--- config.mk ---
export PLATFORM = sky130hd
export DESIGN_NAME = count_bcd_convert
export DESIGN_NICKNAME = d
export VERILOG_FILES = /design/src/rtl/count_pkg.sv /design/src/rtl/bcd_adj3.sv /design/src/rtl/count_bcd_convert.sv
export SDC_FILE = /design/constraint.sdc
export NUM_CORES = 1
export LEC_CHECK = 0
export CORE_UTILIZATION = 30
export DETAILED_ROUTE_END_ITERATION = 8
export PLACE_DENSITY = 0.57
export SLEW_MARGIN = 20
export SYNTH_ARGS = -nofsm -noshare
export SYNTH_HDL_FRONTEND = slang
export SYNTH_HIERARCHICAL = 1
export SYNTH_SLANG_ARGS = --single-unit
--- constraint.sdc ---
create_clock -name clock -period 1.5 [get_ports clock]
set_input_delay 0.3 -clock clock [delete_from_list [all_inputs] [get_ports clock]]
set_output_delay 0.3 -clock clock [all_outputs]
set_load 0.01 [all_outputs]
--- src/rtl/count_pkg.sv ---
// Shared definitions for the counter stage and its BCD converter.
// Holds the converter state type, default widths and a digit-count helper.
package count_pkg;

  localparam int COUNT_WIDTH = 8;
  localparam int BCD_DIGITS  = 3;

  typedef enum logic {
    IDLE  = 1'b0,
    SHIFT = 1'b1
  } state_t;

  // Smallest digit count whose decimal range covers every width-bit value.
  function automatic int bcd_digits_needed(input int width);
    longint max_val;
    longint pow10;
    int     digits;
    max_val = (longint'(1) << width) - 1;
    pow10   = 1;
    digits  = 0;
    while (pow10 <= max_val) begin
      pow10  = pow10 * 10;
      digits = digits + 1;
    end
    return digits;
  endfunction

endpackage

--- src/rtl/bcd_adj3.sv ---
// Double-dabble digit correction: a digit of 5 or more gets 3 added so the
// following left shift carries correctly into the next decimal digit.
module bcd_adj3 (
  input  logic [3:0] i_digit,
  output logic [3:0] o_digit
);

  assign o_digit = (i_digit >= 4'd5) ? i_digit + 4'd3 : i_digit;

endmodule

--- src/rtl/count_bcd_convert.sv ---
// Iterative binary-to-BCD converter (shift-add-3), one input bit per enabled
// clock, valid/ready input handshake and a single-cycle completion pulse.
module count_bcd_convert
  import count_pkg::*;
#(
  parameter int WIDTH  = COUNT_WIDTH,
  parameter int DIGITS = BCD_DIGITS
) (
  input  logic                  clock,
  input  logic                  reset,
  input  logic                  enable,
  input  logic [WIDTH-1:0]      count_in,
  input  logic                  in_valid,
  output logic                  in_ready,
  output logic [4*DIGITS-1:0]   bcd_out,
  output logic                  out_valid,
  output logic                  busy
);

  // Handshake: a value is taken on a rising edge where in_valid and in_ready
  // are both high; in_ready is only offered in IDLE with enable high, and the
  // upstream keeps count_in/in_valid steady until that edge.

  localparam int BW = 4 * DIGITS;
  localparam int RW = BW + WIDTH;
  localparam int IW = $clog2(WIDTH + 1);

  if (DIGITS < bcd_digits_needed(WIDTH)) begin : g_digits_check
    $fatal(1, "count_bcd_convert: DIGITS too small for WIDTH");
  end

  state_t          r_state;
  state_t          w_state_nxt;
  logic [RW-1:0]   r_work;
  logic [IW-1:0]   r_iter;
  logic [BW-1:0]   r_bcd;
  logic            r_out_valid;

  logic            w_accept;
  logic            w_step;
  logic            w_done;
  logic [BW-1:0]   w_adj_digits;
  logic [RW-1:0]   w_adj_work;
  logic [RW-1:0]   w_shifted;

  for (genvar g = 0; g < DIGITS; g++) begin : g_adj
    bcd_adj3 u_adj (
      .i_digit (r_work[WIDTH + 4*g +: 4]),
      .o_digit (w_adj_digits[4*g +: 4])
    );
  end

  assign w_adj_work = {w_adj_digits, r_work[WIDTH-1:0]};
  assign w_shifted  = w_adj_work << 1;

  always_comb begin
    w_state_nxt = r_state;
    w_accept    = 1'b0;
    w_step      = 1'b0;
    w_done      = 1'b0;
    case (r_state)
      IDLE: begin
        if (in_valid && enable) begin
          w_accept    = 1'b1;
          w_state_nxt = SHIFT;
        end
      end
      SHIFT: begin
        if (enable) begin
          w_step = 1'b1;
          // The shift on this edge is the last one, so its result is final.
          if (r_iter == IW'(WIDTH - 1)) begin
            w_done      = 1'b1;
            w_state_nxt = IDLE;
          end
        end
      end
      default: w_state_nxt = IDLE;
    endcase
  end

  always_ff @(posedge clock or negedge reset) begin
    if (!reset) begin
      r_state     <= IDLE;
      r_work      <= '0;
      r_iter      <= '0;
      r_bcd       <= '0;
      r_out_valid <= 1'b0;
    end else begin
      r_state     <= w_state_nxt;
      r_out_valid <= w_done;
      if (w_accept) begin
        r_work <= {{BW{1'b0}}, count_in};
        r_iter <= '0;
      end else if (w_step) begin
        r_work <= w_shifted;
        r_iter <= r_iter + IW'(1);
      end
      if (w_done) begin
        r_bcd <= w_shifted[RW-1 -: BW];
      end
    end
  end

  assign in_ready  = (r_state == IDLE) && enable;
  assign busy      = (r_state == SHIFT);
  assign bcd_out   = r_bcd;
  assign out_valid = r_out_valid;

endmodule
==> results of run 1 <==
[report_power, final]
| part | total [mW] | internal (mW) | switching [mW] |
|---|---|---|---|
| logic | 2.05 | 1.15 | 0.900 |
| clock network | 0.715 | 0.371 | 0.345 |
| registers | 1.71 | 1.39 | 0.323 |
| total | 4.47 | 2.91 | 1.57 |
[final timing paths]
| path | slack [ns] | startpoint | cells past startpoint | endpoint |
|---|---|---|---|---|
| setup / recovery | 0.04 | r_work[13]$_DFFE_PN0P_ | 6 | r_work[14]$_DFFE_PN0P_ |
| hold / removal | 0.05 | reset | 2 | bcd_out[4]$_DFFE_PN0P_ |
| setup reg to reg | 0.04 | r_work[13]$_DFFE_PN0P_ | 6 | r_work[14]$_DFFE_PN0P_ |
| hold reg to reg | 0.51 | bcd_out[10]$_DFFE_PN0P_ | 1 | bcd_out[10]$_DFFE_PN0P_ |
| max in group asynchronous | 1.08 | reset | 2 | busy$_DFF_PN0_ |
| min in group clock | 0.45 | enable | 2 | r_work[0]$_DFFE_PN0P_ |
[routing by layer]
| metal | wire length (µm) | part of all wire |
|---|---|---|
| met5 | 0 | 0 |
| met4 | 46 | 0.012 |
| met3 | 180 | 0.048 |
| met2 | 1740 | 0.46 |
| met1 | 1790 | 0.48 |
[worst reg2reg max path, delay by kind of cell, from the launching register on]
family | cells | cell delay, ns
compound gates | 2 | 0.36
fa+ha+maj | 1 | 0.18
buf+inv | 1 | 0.07
flops | 1 | 0.37
mux | 1 | 0.27
simple gates | 1 | 0.15
[registers in the layout, summed over array words and instances (netlist names)]
| name | flops |
|---|---|
| r_work | 20 |
| out_valid | 1 |
| bcd_out | 12 |
| busy | 1 |
| r_iter | 4 |
[area by class of cell]
cell class,instances,share of cell area
clock inverters,1,0.00205
multi-input cells,99,0.354
repair buffers,43,0.170
inverters,7,0.0108
flip-flops and latches,38,0.391
well taps,72,0.0370
clock buffers,7,0.0354
[metrics by stage]
step | power, mW | worst slack (ns) | instances
final | 4.47 | 0.0385 | 267
after global routing | 4.81 | -0.0216 | 267
after CTS | 4.19 | 0.00512 | 264
after detailed placement | 3.46 | -0.345 | 255
after global placement | 3.36 | -0.350 | 255
after floorplan | 2.81 | 0.0413 | 151
[what timing repair did]
action | CTS | global route
hold buffers | 0 | 0
setup buffers | 1 | 3
resized for setup | 7 | 30
setup endpoints to repair | 29 | 27
pin swaps | 2 | 5
==> results.md, run 1 <==
- Mapped Area: 1790 µm²
- Initial antenna violation count: 0
- Die W: 79.3 µm
- Chip Height: between 70 and 80 µm
- # IOs: 27
- Max FO, Critical Path: 3
- Worst vdd ir: between 0.8 and 0.9 mV
- Pins Over Slew Limit: 0
- CP Class: flip-flop to flip-flop
- Die area: 6290 µm²
- Diode count: 0
- Buf/Inv on CP: 1
- Setup violators final: 0
- GP Congestion: roughly 0.8
- Via count: ~1300
- Relative slew slack: 0.626
- Initial Utilization: 0.318
- Busiest grt layer: met2
- GR Layer Usage met2: 0.203
- Core area: around 5600 µm²
- CP max stage cell: dfrtp_1
- Max_cap viols: 0
- Drt first pass iters: 4
- CTS H-Tree Depth: 2
- Slew @ Worst Pin: around 0.56 ns
- Vias in the first global route: roughly 1400
- # fillers: just over 500
- Detailed Place HPWL: roughly 2.5 mm
- Drc violations: 0
- First DRT Iteration DRCs: 70
- Setup TNS Final: 0 ns
- Fin Hold WS: 0.0507 ns
- Syn Nets: 170
- Status: finished clean
- DRT antenna net count: 0
- Leakage: 1.25 nW
- F_max: 684 MHz
- Row cnt: 27
- CP max stage delay: between 0.3 and 0.4 ns
- GR Util All Layers: 0.129
- CP delay by family, top: flip-flops
- Layout cell share with drive strength beyond 1: 0.303
- First-pass GRT wire length: around 6.2 mm
- FF+latch area: 952 µm²
- Met3 Track Usage GR: 0.0402
- Most common cell after layout, fill and taps aside: dfrtp_1
- CP Capture Type: flip-flop
- CTS Buf Count: 5
- Reg clk slew, reported paths: ~0.070 ns
- Area of the multi-input gates: roughly 860 µm²
- Vias per cell: between 4 and 5
- Root Buffer: clkbuf_8
- Crit-path cells: inv_2, ha_2, nand2b_4, a21oi_4, mux2i_2, a22o_1
- Global-route track usage on met1: 0.165
- Yosys warns: 6
- Min Tclk post-route: about 1.5 ns
- Fin crit share: 0.974
- Routed WL: 3.76 mm
- Worst skew pair latency: just under 0.3 ns
- Pin count of the biggest net entering global routing: 39
- CTS max path bufs: 2
- CP required: roughly 1.7 ns
- Average size of a mapped cell: ~12 µm²
- Skew final: between 0.004 and 0.005 ns
- Commonest cells after routing, fill and taps aside: dfrtp_1 (37), a22o_1 (28), buf_4 (15)
- Syn Inst Count: roughly 150
- Layout area overhead: 35.8%
- Crit path launch type: flip-flop
- Fin util: 0.432
- Grt ovf: 0
- DP Area: roughly 2200 µm²
- RSZ-0062 raised after global routing: yes
- Min-delay worst type: input pin to asynchronous set/reset pin
- # port buffers: 26
- Endpoints failing hold: 0
- # clock sinks: 38
- CTS tree: built
- # nets final: around 210
- Critical Path AT: 1.68 ns
- Power Density: 1840 nW/µm²
- Cell area after layout: between 2000 and 2500 µm²
- Routed length per placed instance: roughly 14 µm
Note: power is estimated with default switching activity, not from simulation.
==> run 2: changes to the inputs <==
--- a/constraint.sdc
+++ b/constraint.sdc
@@ -3,2 +3,2 @@
 set_output_delay 0.3 -clock clock [all_outputs]
-set_load 0.01 [all_outputs]
+set_load 0.005 [all_outputs]
==> run 2 against run 1 <==
Effect of this change:
- the run now ends with setup timing left
- maximum frequency down 3.1%
- worst hold slack improved by 0.42 ns
- die area stayed put
- flip-flop and latch count stayed put
- register-to-register slack worse by 0.05 ns
- total power decreased by 0.76%
- sequential power hardly changed
- critical path type unchanged
- largest cell class unchanged
==> results.md, run 2 (synthesis gave the netlist of run 1 again) <==
- Status: finished with violations
- Violated checks: setup timing
- GR Util All Layers: 0.134 (+0.00485)
- CTS H-Tree Depth: 2 (unchanged)
- Commonest cells after routing, fill and taps aside: dfrtp_1 (37), a22o_1 (28), clkdlybuf4s50_1 (17), buf_4 (17), nand2_1 (13)
- Layout area overhead: 39.1%
- Critical Path AT: 1.67 ns (about the same)
- Most common cell after layout, fill and taps aside: dfrtp_1
- CTS tree: built
- Via count: 1343 (+2.5%)
- # port buffers: 26 (unchanged)
- Slew @ Worst Pin: 0.549 ns (-0.0129 ns)
- Diode count: 0 (unchanged)
- # fillers: 525 (+1.2%)
- Skew final: 0.00711 ns (+0.00299 ns)
- Die W: 79.3 µm (unchanged)
- CP required: 1.66 ns (-0.06 ns)
- Layout cell share with drive strength beyond 1: 0.286 (-0.0161)
- Relative slew slack: 0.634 (+0.00857)
- Initial Utilization: 0.318 (unchanged)
- # nets final: 218 (+2.3%)
- Fin util: 0.442 (+0.0104)
- Leakage: 1.23 nW (-1.9%)
- Vias in the first global route: 1425 (+4.8%)
- Root Buffer: clkbuf_8
- Min Tclk post-route: 1.51 ns (+0.0464 ns)
- First-pass GRT wire length: 6.49 mm (+4.8%)
- First DRT Iteration DRCs: 67 (-4.3%)
- DRT antenna net count: 0 (unchanged)
- Fin crit share: 1.01 (+0.0310)
- Reg clk slew, reported paths: 0.07 ns (about the same)
- CTS Buf Count: 5 (unchanged)
- Origin of the critical flop-to-flop path: r_iter[1]$_DFFE_PN0P_
- Row cnt: 27 (unchanged)
- Worst vdd ir: 0.819 mV (-8.4%)
- Vias per cell: 4.96 (+1.0%)
- # clock sinks: 38 (unchanged)
- GP Congestion: 0.780 (+0.42%)
- Top reg by flops: r_work
- Max reg flops: 20 (unchanged)
- R2R cell count: 5 (-1)
- Drt first pass iters: 4 (unchanged)
- CP Class: flip-flop to flip-flop
- Drc violations: 0 (unchanged)
- Setup violators final: 3 (+3)
- Max_cap viols: 0 (unchanged)
- Initial antenna violation count: 0 (unchanged)
- Core area: 5640 µm² (unchanged)
- Setup WS post-layout: -0.00792 ns (-0.0464 ns)
- Worst R2R Setup Slack: -0.008 ns (-0.05 ns)
- Routed WL: 3.95 mm (+5.2%)
- Detailed Place HPWL: 2.57 mm (+3.2%)
- Worst skew pair latency: 0.28 ns (about the same)
- # IOs: 27 (unchanged)
- F_max: 663 MHz (-3.1%)
- Pins Over Slew Limit: 0 (unchanged)
- Die area: 6290 µm² (unchanged)
- Crit path launch type: flip-flop
- Chip Height: 79.3 µm (unchanged)
- RSZ-0062 raised after global routing: yes
- CP Capture Type: flip-flop
- Fin Hold WS: 0.473 ns (+0.423 ns)
- Pin count of the biggest net entering global routing: 23 (-41%)
- Endpoints failing hold: 0 (unchanged)
- Power Density: 1780 nW/µm² (-3.1%)
- Min-delay worst type: input pin to asynchronous set/reset pin
- Max FO, Critical Path: 7 (+4)
- Grt ovf: 0 (unchanged)
- Routed length per placed instance: 14.6 µm (+3.6%)
- Reg2Reg Capture Point: bcd_out[8]$_DFFE_PN0P_
- CTS max path bufs: 2 (unchanged)
## run 2: cell count changes in the layout (fill, tap and decap cells not counted), sizes merged
cell / change
clkdlybuf4s50: +6
buf: +4
dlymetal6s2s: -4
clkbuf: -2
dlygate4sd2: -2
clkinv: +1
dlygate4sd3: +1
## run 2: critical path: stages (launching register included)
cell,delay [ns]
dfrtp_1,0.38
ha_2,0.21
nand2_2,0.07
nor3_4,0.22
buf_6,0.20
mux2_4,0.31
## run 2: worst max path at each step
stage               cells after the start  slack [ns]                       to                  start
global route                            5       -0.07   bcd_out[5]$_DFFE_PN0P_  r_iter[1]$_DFFE_PN0P_
floorplan                               5        0.06  bcd_out[10]$_DFFE_PN0P_  r_iter[0]$_DFFE_PN0P_
finish                                  5      -0.008   bcd_out[8]$_DFFE_PN0P_  r_iter[1]$_DFFE_PN0P_
CTS                                     6       -0.02   bcd_out[8]$_DFFE_PN0P_  r_iter[1]$_DFFE_PN0P_
global placement                        3       -0.32                 in_ready                 enable
detailed placement                      5       -0.34   bcd_out[0]$_DFFE_PN0P_                 enable
## run 2: through the flow
| step | worst slack (ns) | total power, mW | cells | area, µm² | TNS [ns] |
|---|---|---|---|---|---|
| 5_1_grt | -0.0715 | 4.78 | 271 | 2500 | -0.689 |
| 6_report | -0.00792 | 4.44 | 271 | 2500 | -0.0133 |
| 2_1_floorplan | 0.0575 | 2.76 | 151 | 1790 | 0 |
| 3_5_place_dp | -0.336 | 3.40 | 256 | 2230 | -10.08 |
| 4_1_cts | -0.0170 | 4.13 | 269 | 2390 | -0.0975 |
| 3_3_place_gp | -0.319 | 3.33 | 256 | 2230 | -9.31 |
## run 2: layout make-up
type	instances	area (µm²)	area share
clock buffers	5	68.8	0.0276
clock inverters	2	10.0	0.00401
repair buffers	48	455	0.182
well taps	72	90.1	0.0361
flip-flops and latches	38	952	0.381
inverters	7	26.3	0.0105
multi-input cells	99	893	0.358
## run 2: routing by layer
layer / up-vias / part of all wire / track usage
met3: 4 / 0.041 / 0.0379
li1: 634 / - / -
met1: 674 / 0.48 / 0.171
met5: - / 0 / 0
met2: 31 / 0.48 / 0.218
met4: 0 / 0.0053 / 0.0418
## run 2: report_power, final
group / internal [mW] / switching [mW]
Clock: 0.312 / 0.341
Sequential: 1.39 / 0.325
Combinational: 1.21 / 0.863
Total: 2.91 / 1.53
## run 2: what timing repair did
action | in CTS | in global routing
cloned | 1 | 0
hold buffers | 1 | 0
resized for setup | 9 | 31
pin swaps | 0 | 5
setup endpoints to repair | 27 | 19
hold endpoints to repair | 16 | 0
buffers inserted | 5 | 4
